--- src/rtl/tcm_loader_pkg.sv ---
// Shared opcode constants, FSM states and opcode classes
// for the TCM instruction loader.
package tcm_loader_pkg;

  localparam logic [6:0] OP_RM      = 7'd51;
  localparam logic [6:0] OP_I_ARITH = 7'd19;
  localparam logic [6:0] OP_LOAD    = 7'd3;
  localparam logic [6:0] OP_STORE   = 7'd35;
  localparam logic [6:0] OP_BRANCH  = 7'd99;
  localparam logic [6:0] OP_JALR    = 7'd103;
  localparam logic [6:0] OP_JAL     = 7'd111;
  localparam logic [6:0] OP_AUIPC   = 7'd23;
  localparam logic [6:0] OP_LUI     = 7'd55;

  typedef enum logic [2:0] {
    S_IDLE,
    S_LOAD,
    S_GAP,
    S_CRST,
    S_RUN,
    S_DONE
  } state_t;

  typedef enum logic [2:0] {
    CL_NONE,
    CL_ALU,
    CL_LOAD,
    CL_STORE,
    CL_BRANCH,
    CL_ETC
  } op_class_t;

  function automatic op_class_t classify(
    input logic [6:0] op
  );
    op_class_t c;
    case (op)
      OP_RM, OP_I_ARITH: c = CL_ALU;
      OP_LOAD:           c = CL_LOAD;
      OP_STORE:          c = CL_STORE;
      OP_BRANCH:         c = CL_BRANCH;
      OP_JALR, OP_JAL,
      OP_AUIPC, OP_LUI:  c = CL_ETC;
      default:           c = CL_NONE;
    endcase
    return c;
  endfunction

endpackage

--- src/rtl/tcm_inst_profiler.sv ---
// Per-class instruction counters, all saturating,
// advanced once per accepted instruction word.
module tcm_inst_profiler
  import tcm_loader_pkg::*;
#(
  parameter int CNT_W = 16
) (
  input  logic             clk,
  input  logic             rst,
  input  logic             clr,
  input  logic             en,
  input  logic [6:0]       opcode,
  output logic [CNT_W-1:0] cnt_alu,
  output logic [CNT_W-1:0] cnt_load,
  output logic [CNT_W-1:0] cnt_store,
  output logic [CNT_W-1:0] cnt_branch,
  output logic [CNT_W-1:0] cnt_etc,
  output logic [CNT_W-1:0] cnt_words
);

  op_class_t cls;

  assign cls = classify(opcode);

  function automatic logic [CNT_W-1:0] sat_inc(
    input logic [CNT_W-1:0] v
  );
    return (&v) ? v : v + 1'b1;
  endfunction

  always_ff @(posedge clk) begin
    if (rst || clr) begin
      cnt_alu    <= '0;
      cnt_load   <= '0;
      cnt_store  <= '0;
      cnt_branch <= '0;
      cnt_etc    <= '0;
      cnt_words  <= '0;
    end else if (en) begin
      cnt_words <= sat_inc(cnt_words);
      case (cls)
        CL_ALU:    cnt_alu    <= sat_inc(cnt_alu);
        CL_LOAD:   cnt_load   <= sat_inc(cnt_load);
        CL_STORE:  cnt_store  <= sat_inc(cnt_store);
        CL_BRANCH: cnt_branch <= sat_inc(cnt_branch);
        CL_ETC:    cnt_etc    <= sat_inc(cnt_etc);
        default: ;
      endcase
    end
  end

endmodule

--- src/rtl/tcm_inst_loader.sv ---
// Streams a program into the TCM, profiles it, pulses
// core reset and measures cycles until the halt fetch.
module tcm_inst_loader
  import tcm_loader_pkg::*;
#(
  parameter int          TRACE_SIZE  = 200,
  parameter logic [31:0] BASE_ADDR   = 32'h0,
  parameter int          CNT_W       = 16,
  parameter logic [31:0] HALT_INST   = 32'h0000_8067,
  parameter int          EXEC_OFFSET = 4,
  parameter int          MAX_RUN     = 65535
) (
  input  logic             clk_i,
  input  logic             rst_i,
  input  logic             start_i,
  input  logic             inst_valid_i,
  input  logic [31:0]      inst_data_i,
  input  logic             inst_last_i,
  output logic             inst_ready_o,
  output logic [3:0]       tb_inst_we_o,
  output logic [31:0]      tb_inst_addr_o,
  output logic [31:0]      tb_inst_data_o,
  output logic             rst_cpu_o,
  input  logic [31:0]      fetch_inst_i,
  output logic             busy_o,
  output logic             done_o,
  output logic             timeout_o,
  output logic [CNT_W-1:0] cnt_alu_o,
  output logic [CNT_W-1:0] cnt_load_o,
  output logic [CNT_W-1:0] cnt_store_o,
  output logic [CNT_W-1:0] cnt_branch_o,
  output logic [CNT_W-1:0] cnt_etc_o,
  output logic [CNT_W-1:0] cnt_words_o,
  output logic [CNT_W-1:0] exec_cycles_o
);

  localparam int IDX_W = $clog2(TRACE_SIZE + 1);

  state_t           state;
  logic [IDX_W-1:0] idx;
  logic [CNT_W-1:0] run_cnt;
  logic [CNT_W:0]   halt_sum;
  logic             hs;
  logic             clr;
  logic             last_word;
  logic             is_halt;
  logic             at_max;

  assign hs = inst_valid_i & inst_ready_o;
  assign clr = start_i &
               (state == S_IDLE || state == S_DONE);
  assign last_word = inst_last_i ||
                     (idx == IDX_W'(TRACE_SIZE - 1));
  assign is_halt = (fetch_inst_i == HALT_INST);
  assign at_max = (run_cnt == CNT_W'(MAX_RUN));
  // one extra bit so the drain offset saturates cleanly
  assign halt_sum = {1'b0, run_cnt} +
                    (CNT_W + 1)'(EXEC_OFFSET);

  always_ff @(posedge clk_i) begin
    if (rst_i) begin
      state          <= S_IDLE;
      idx            <= '0;
      run_cnt        <= '0;
      inst_ready_o   <= 1'b0;
      tb_inst_we_o   <= '0;
      tb_inst_addr_o <= '0;
      tb_inst_data_o <= '0;
      rst_cpu_o      <= 1'b0;
      busy_o         <= 1'b0;
      done_o         <= 1'b0;
      timeout_o      <= 1'b0;
      exec_cycles_o  <= '0;
    end else begin
      tb_inst_we_o <= '0;
      rst_cpu_o    <= 1'b0;
      case (state)
        S_IDLE, S_DONE: begin
          if (start_i) begin
            state         <= S_LOAD;
            idx           <= '0;
            inst_ready_o  <= 1'b1;
            busy_o        <= 1'b1;
            done_o        <= 1'b0;
            timeout_o     <= 1'b0;
            exec_cycles_o <= '0;
          end
        end
        S_LOAD: begin
          if (hs) begin
            tb_inst_we_o   <= 4'hf;
            tb_inst_addr_o <= BASE_ADDR +
                              (32'(idx) << 2);
            tb_inst_data_o <= inst_data_i;
            idx            <= idx + 1'b1;
            if (last_word) begin
              state        <= S_GAP;
              inst_ready_o <= 1'b0;
            end
          end
        end
        S_GAP: state <= S_CRST;
        S_CRST: begin
          rst_cpu_o <= 1'b1;
          run_cnt   <= '0;
          state     <= S_RUN;
        end
        S_RUN: begin
          if (is_halt) begin
            exec_cycles_o <= halt_sum[CNT_W] ?
                             '1 : halt_sum[CNT_W-1:0];
            state  <= S_DONE;
            busy_o <= 1'b0;
            done_o <= 1'b1;
          end else if (at_max) begin
            timeout_o     <= 1'b1;
            exec_cycles_o <= CNT_W'(MAX_RUN);
            state  <= S_DONE;
            busy_o <= 1'b0;
            done_o <= 1'b1;
          end else if (!(&run_cnt)) begin
            run_cnt <= run_cnt + 1'b1;
          end
        end
        default: state <= S_IDLE;
      endcase
    end
  end

  tcm_inst_profiler #(
    .CNT_W(CNT_W)
  ) u_prof (
    .clk        (clk_i),
    .rst        (rst_i),
    .clr        (clr),
    .en         (hs),
    .opcode     (inst_data_i[6:0]),
    .cnt_alu    (cnt_alu_o),
    .cnt_load   (cnt_load_o),
    .cnt_store  (cnt_store_o),
    .cnt_branch (cnt_branch_o),
    .cnt_etc    (cnt_etc_o),
    .cnt_words  (cnt_words_o)
  );

endmodule

--- config.mk ---
export PLATFORM = sky130hd
export DESIGN_NAME = tcm_inst_loader
export DESIGN_NICKNAME = d
export VERILOG_FILES = /design/src/rtl/tcm_loader_pkg.sv /design/src/rtl/tcm_inst_profiler.sv /design/src/rtl/tcm_inst_loader.sv
export SDC_FILE = /design/constraint.sdc
export NUM_CORES = 1
export LEC_CHECK = 0
export ABC_AREA = 1
export CAP_MARGIN = 5
export CORE_MARGIN = 5
export CORE_UTILIZATION = 45
export DETAILED_ROUTE_END_ITERATION = 12
export PLACE_DENSITY = 0.74
export SLEW_MARGIN = 5
export SYNTH_ARGS = -nofsm -noshare
export SYNTH_HDL_FRONTEND = slang
export SYNTH_SLANG_ARGS = --single-unit
--- constraint.sdc ---
create_clock -name clk_i -period 1.5 [get_ports clk_i]
set_input_delay 0.375 -clock clk_i [delete_from_list [all_inputs] [get_ports clk_i]]
set_output_delay 0.375 -clock clk_i [all_outputs]
set_load 0.01 [all_outputs]
=== Word level (Yosys, flattened, before mapping) ===
Cells that the tools add are included.

* Output and inout port bits: 185
* Logic and storage cells: 131
* Flip-flop bits (word level): 188

* Reduce and logical (&&, ||, !) cells: 31
* Bitwise logic cells: 9
* Add/sub/neg operators: 9
* Muxes and demuxes: 34
* Eq/ne operators: 30

{| class="wikitable"
|+ Operators with widths
! kind !! count
|-
| $add 16x1->16 const B || 7
|-
| $mux 16 || 7
|-
| $reduce_and 16->1 || 7
|-
| $pmux 16 s2 || 2
|-
| $eq 32x16->1 const B || 1
|-
| $pmux 3 s5 || 2
|-
| $eq 7x6->1 const B || 3
|-
| $eq 7x7->1 const B || 3
|-
| $reduce_and 3->1 || 7
|-
| $add 16x3->17 const B || 1
|-
| $eq 16x16->1 const B || 1
|-
| $mux 8 || 2
|-
| $pmux 8 s2 || 1
|-
| $reduce_and 4->1 || 4
|-
| $mux 3 || 5
|-
| $eq 7x5->1 const B || 2
|-
| $ne 2x2->1 const B || 7
|-
| $eq 3x2->1 const B || 4
|-
| $eq 3x3->1 const B || 4
|-
| $mux 1 || 10
|-
| $add 8x1->8 const B || 1
|-
| $eq 8x8->1 const B || 1
|-
| $pmux 1 s2 || 4
|-
| $eq 7x2->1 const B || 1
|-
| 11 further kinds || 26
|}

=== Logic depth before layout (Yosys ltp) ===
Gate-level depths: netlist of run 1.

* Depth in word-level cells: 5
* Gate-level depth with buffers: 12

=== Modules after synthesis ===
Synthesis of run 1 repeated with hierarchy kept, for this count alone.

* Cells, all modules: 1638
* Area, all modules: 10395.0 um^2

{| class="wikitable"
|+ By module, submodules not included
! module !! area an instance (um^2) !! times used !! cells each
|-
| tcm_inst_profiler || 5773.0 || 1 || 950
|-
| tcm_inst_loader || 4621.9 || 1 || 688
|}

=== Least setup slack after synthesis of run 1 ===
OpenSTA, ideal clock, no wires.

* Kind: register to register
* From: reg u_prof.cnt_words[0]
* To: reg u_prof.cnt_words[0]
* Required time: 1387 ps
* Buffers on the path: 2
* Cell stages (with the launch flop): 11
* Library setup time: 113 ps
* Clock period less this slack: 1802 ps
* Setup slack: -302 ps
* Arrival time: 1689 ps
* Path through: dfxtp_1 > ha_1 > nand3_1 > nor2_1 > nand4_1 > nand2_1 > nand2_1 > buf_2 > buf_2 > nor2_1 > nor2_1

* Longest elaborated chain between the ends: 3
* Elaborated cells on any way between the ends: 4
* Those cells by class: 1 x add/sub; 1 x bitwise; 2 x reduce/logical

{| class="wikitable"
|+ RTL lines
! element !! line !! source
|-
| start: declaration || tcm_inst_profiler.sv:18 || <nowiki>output logic [CNT_W-1:0] cnt_words</nowiki>
|-
| start signal: assignment || tcm_inst_profiler.sv:40 || <nowiki>cnt_words <= sat_inc(cnt_words);</nowiki>
|-
| branches (longest 3 deep; another with $add 16x1->16) || -- ||
|}

Parallel ways; which one is timed is not known.
A chain may end at the register's enable or synchronous reset.

=== Worst setup path in the final report of run 1 ===
* From: reg u_prof.cnt_branch[1]
* To: reg u_prof.cnt_branch[0]

* Longest elaborated chain between the ends: 3

{| class="wikitable"
|+ RTL lines
! element !! line !! source
|-
| start: declaration || tcm_inst_profiler.sv:16 || <nowiki>output logic [CNT_W-1:0] cnt_branch,</nowiki>
|-
| start signal: assignment || tcm_inst_profiler.sv:45 || <nowiki>CL_BRANCH: cnt_branch <= sat_inc(cnt_branch);</nowiki>
|-
| $reduce_and 16->1 || tcm_inst_profiler.sv:28 || <nowiki>return (&v) ? v : v + 1'b1;</nowiki>
|-
| $not 1->1 (no source line) || -- ||
|-
| $reduce_and 3->1 (no source line) || -- ||
|}

Every way passes these cells.

==> results of run 1 <==
## final cells by class
cell class	instances	area, µm²
Multi-Input combinational cell	1132	7050
Fill cell	1476	4880
Timing Repair Buffer	488	4600
Sequential cell	185	3860
Inverter	126	537
Clock buffer	18	439
Tap cell	280	350
Clock inverter	14	159
Timing Repair inverter	3	21.3
## metal layers
| layer | track usage (%) | part of all wire [%] | vias up |
|---|---|---|---|
| met3 | 4.53 | 5.8 | 102 |
| li1 | - | - | 5643 |
| met1 | 29.4 | 40 | 5591 |
| met2 | 41.8 | 51 | 481 |
| met5 | 0 | 0 | - |
| met4 | 6.24 | 2.9 | 0 |
## state kept, by name, summed over array words and instances, names as in the netlist, 16 cells and up
register	count
tb_inst_data_o	32
exec_cycles_o	16
run_cnt	16
u_prof.cnt_alu	16
u_prof.cnt_branch	16
u_prof.cnt_etc	16
u_prof.cnt_load	16
u_prof.cnt_store	16
u_prof.cnt_words	16
## worst paths after layout
path / from / endpoint / slack [ps] / cells past startpoint
worst max-delay path: u_prof.cnt_branch[1] / u_prof.cnt_branch[0] / -160 / 8
worst min-delay path: inst_data_i[1] / tb_inst_data_o[1] / 380 / 3
worst max register to register: u_prof.cnt_branch[1] / u_prof.cnt_branch[0] / -160 / 8
worst min register to register: busy_o / busy_o / 460 / 2
## metrics by stage
stage          instances  worst slack, ps
6_report            2246             -158
5_1_grt             2246             -247
4_1_cts             2199             -112
3_5_place_dp        2145             -652
3_3_place_gp        2145             -623
2_1_floorplan       1521            -37.8
## tightest hold or removal path, stage by stage
cell           delay (ps)
dlygate4sd2_1         250
o21ai_1                90
nor2_1                 70
## layout by cell type, fill, tap and decap left out, drive strengths merged
cell / instances
nand2: 404
inv: 129
dfxtp: 185
clkinv: 12
a31oi: 1
or2: 1
o21ai: 60
ha: 9
a21oi: 151
nor3b: 2
xor2: 60
conb: 24
nor3: 40
nand3b: 2
a211oi: 1
nand4: 19
clkinvlp: 1
dlygate4sd2: 110
bufinv: 1
clkdlybuf4s15: 22
dlymetal6s2s: 24
nor2: 248
clkbuf: 44
nand3: 80
o211ai: 1
xnor2: 24
a21o: 1
clkdlybuf4s50: 35
nor4: 4
buf: 271
## kinds of logic (layout without fill, tap and decap cells)
group,after synthesis,count (layout),share of synthesized area (%)
xor+xnor,84,84,7.33
simple gates,799,800,33.6
other cells,1,24,0.0374
compound gates,215,215,11.4
fa+ha+maj,9,9,1.12
flops,185,185,36.9
buf+inv,205,649,9.60
## report_power, final
group          internal, mW  total (mW)  switching (mW)
clock network          2.42        4.65            2.23
registers              5.14        5.32           0.177
logic                  2.72        5.70            2.98
total                  10.3        15.7            5.39
## timing repair
action / in CTS / in global routing
setup endpoints to repair: 345 / 238
buffers inserted: 18 / 30
pin swaps: 48 / 141
resized for setup: 412 / 463
cloned: 4 / 21
hold buffers: 0 / 0
==> impl_metrics.toml, run 1 <==
[status]
status = "complete, but fails checks"
violations = "negative setup slack"

[clocking]
cts-buffers-inserted = 17
root_buffer = "clkbuf_16"
clock_latency_ps = 440
cts_tree = "yes"
clockBufferDepth = 2
clk_pin_slew_worst_paths_ps = 80
cts_sinks = 185
htreeDepth = 4

[critical_path]
critPathArrivalTime_ps = 1980
crit_required_ps = 1820
startpoint_type = "flop"
critPathCaptureType = "flop"
path_max_fanout = 8
slowest_delay_ps = 360
crit_chain = "ha_4 > nand3_4 > nor3_4 > nand3b_1 > nand3_4 > buf_6 > xor2_1 > nor2_1"
crit_type = "reg2reg"
cpMostUsedCell = "nand3_4"
critical_path.top_delay_family = "simple AND/OR/NAND/NOR gates"
critical_path_buf_inv_count = 1
cpMaxStageDelayCell = "dfxtp_2"

[placement]
place_hpwl_mm = 22.7
place.gp.congestion = 0.939
portBuffers = 229
place_area_um2 = 14100

[synth]
synth_edf_count = 0
yosys-top-cells-count = "nand2_1, nor2_1, dfxtp_1"
synth_cell_types = 41
yosysTopAreaCell = "dfxtp_1"
synthesis.instances = 1498
synth_flop_cell = "dfxtp_1"
synth_top_area_share_pct = 36.9
yosysMostFrequentCell = "nand2_1"
synth-async-reset-ratio_pct = 0
seq_area_frac_synth_pct = 36.9
syn_area_um2 = 10000
synth_area_leaders = "dfxtp_1, nand2_1, nor2_1"
ys_seq_elements = 185
yosysWarningCount = 0
syn_area_per_cell_um2 = 6.70

[power]
power_mw = 15.7
power_density_nw_per_um2 = 921
peakVddDrop_mv = 0.725
p_leak_nw = 7.42

[global_route]
first_global_vias = 10674
grt-ovfl-total = 0
antenna_found_initial = 0
grt_max_degree = 44
grt_pass1_wl_mm = 51.4
track_usage_pct = 23.6

[timing]
rsz0062_at_grt = "yes"
worst_pin_slew_ps = 589
tns_ps = -7780
whs_ps = 379
layout_setup_ws_ps = -158
period_needed_ps = 1660
drv_slew = 0
setup_violations = 132
clock_skew_ps = 11.6
timing.final.crit_share_pct = 111
fmax_mhz = 603
hold_viol = 0
max-slew-margin-rel_pct = 60.8

[floorplan]
coreArea_um2 = 21900
start_util_pct = 45.9
rows = 54
pin_count = 254
fp.dieH_um = 159
fp.dieW_um = 159
dieArea_um2 = 25400

[layout]
final_core_util_pct = 77.7
n_antenna_cell = 0
drive_gt1_share_pct = 40.1
finish.instance_area_um2 = 17000
nets = 2031
syn_to_final_growth_pct = 69.5

[detailed_routing]
wl_mm = 37.9
antenna_left = 0
post_drt_wl_per_cell_um = 16.9
drc = 0
drtIter0Drc = 984
drt-pass1-iter-count = 5
via_per_inst = 5.26
vias = 11817

[flow_run]
drv_cap = 0

[worst_hold_path]
hold_path_class = "in2reg"
No activity file was read; power rests on OpenSTA's default activity.
==> inputs of run 2 (changes only) <==
- SLEW_MARGIN: 5 -> 40
==> results of run 2 <==
Final layout, timing and power as in run 1 (identical DEF).
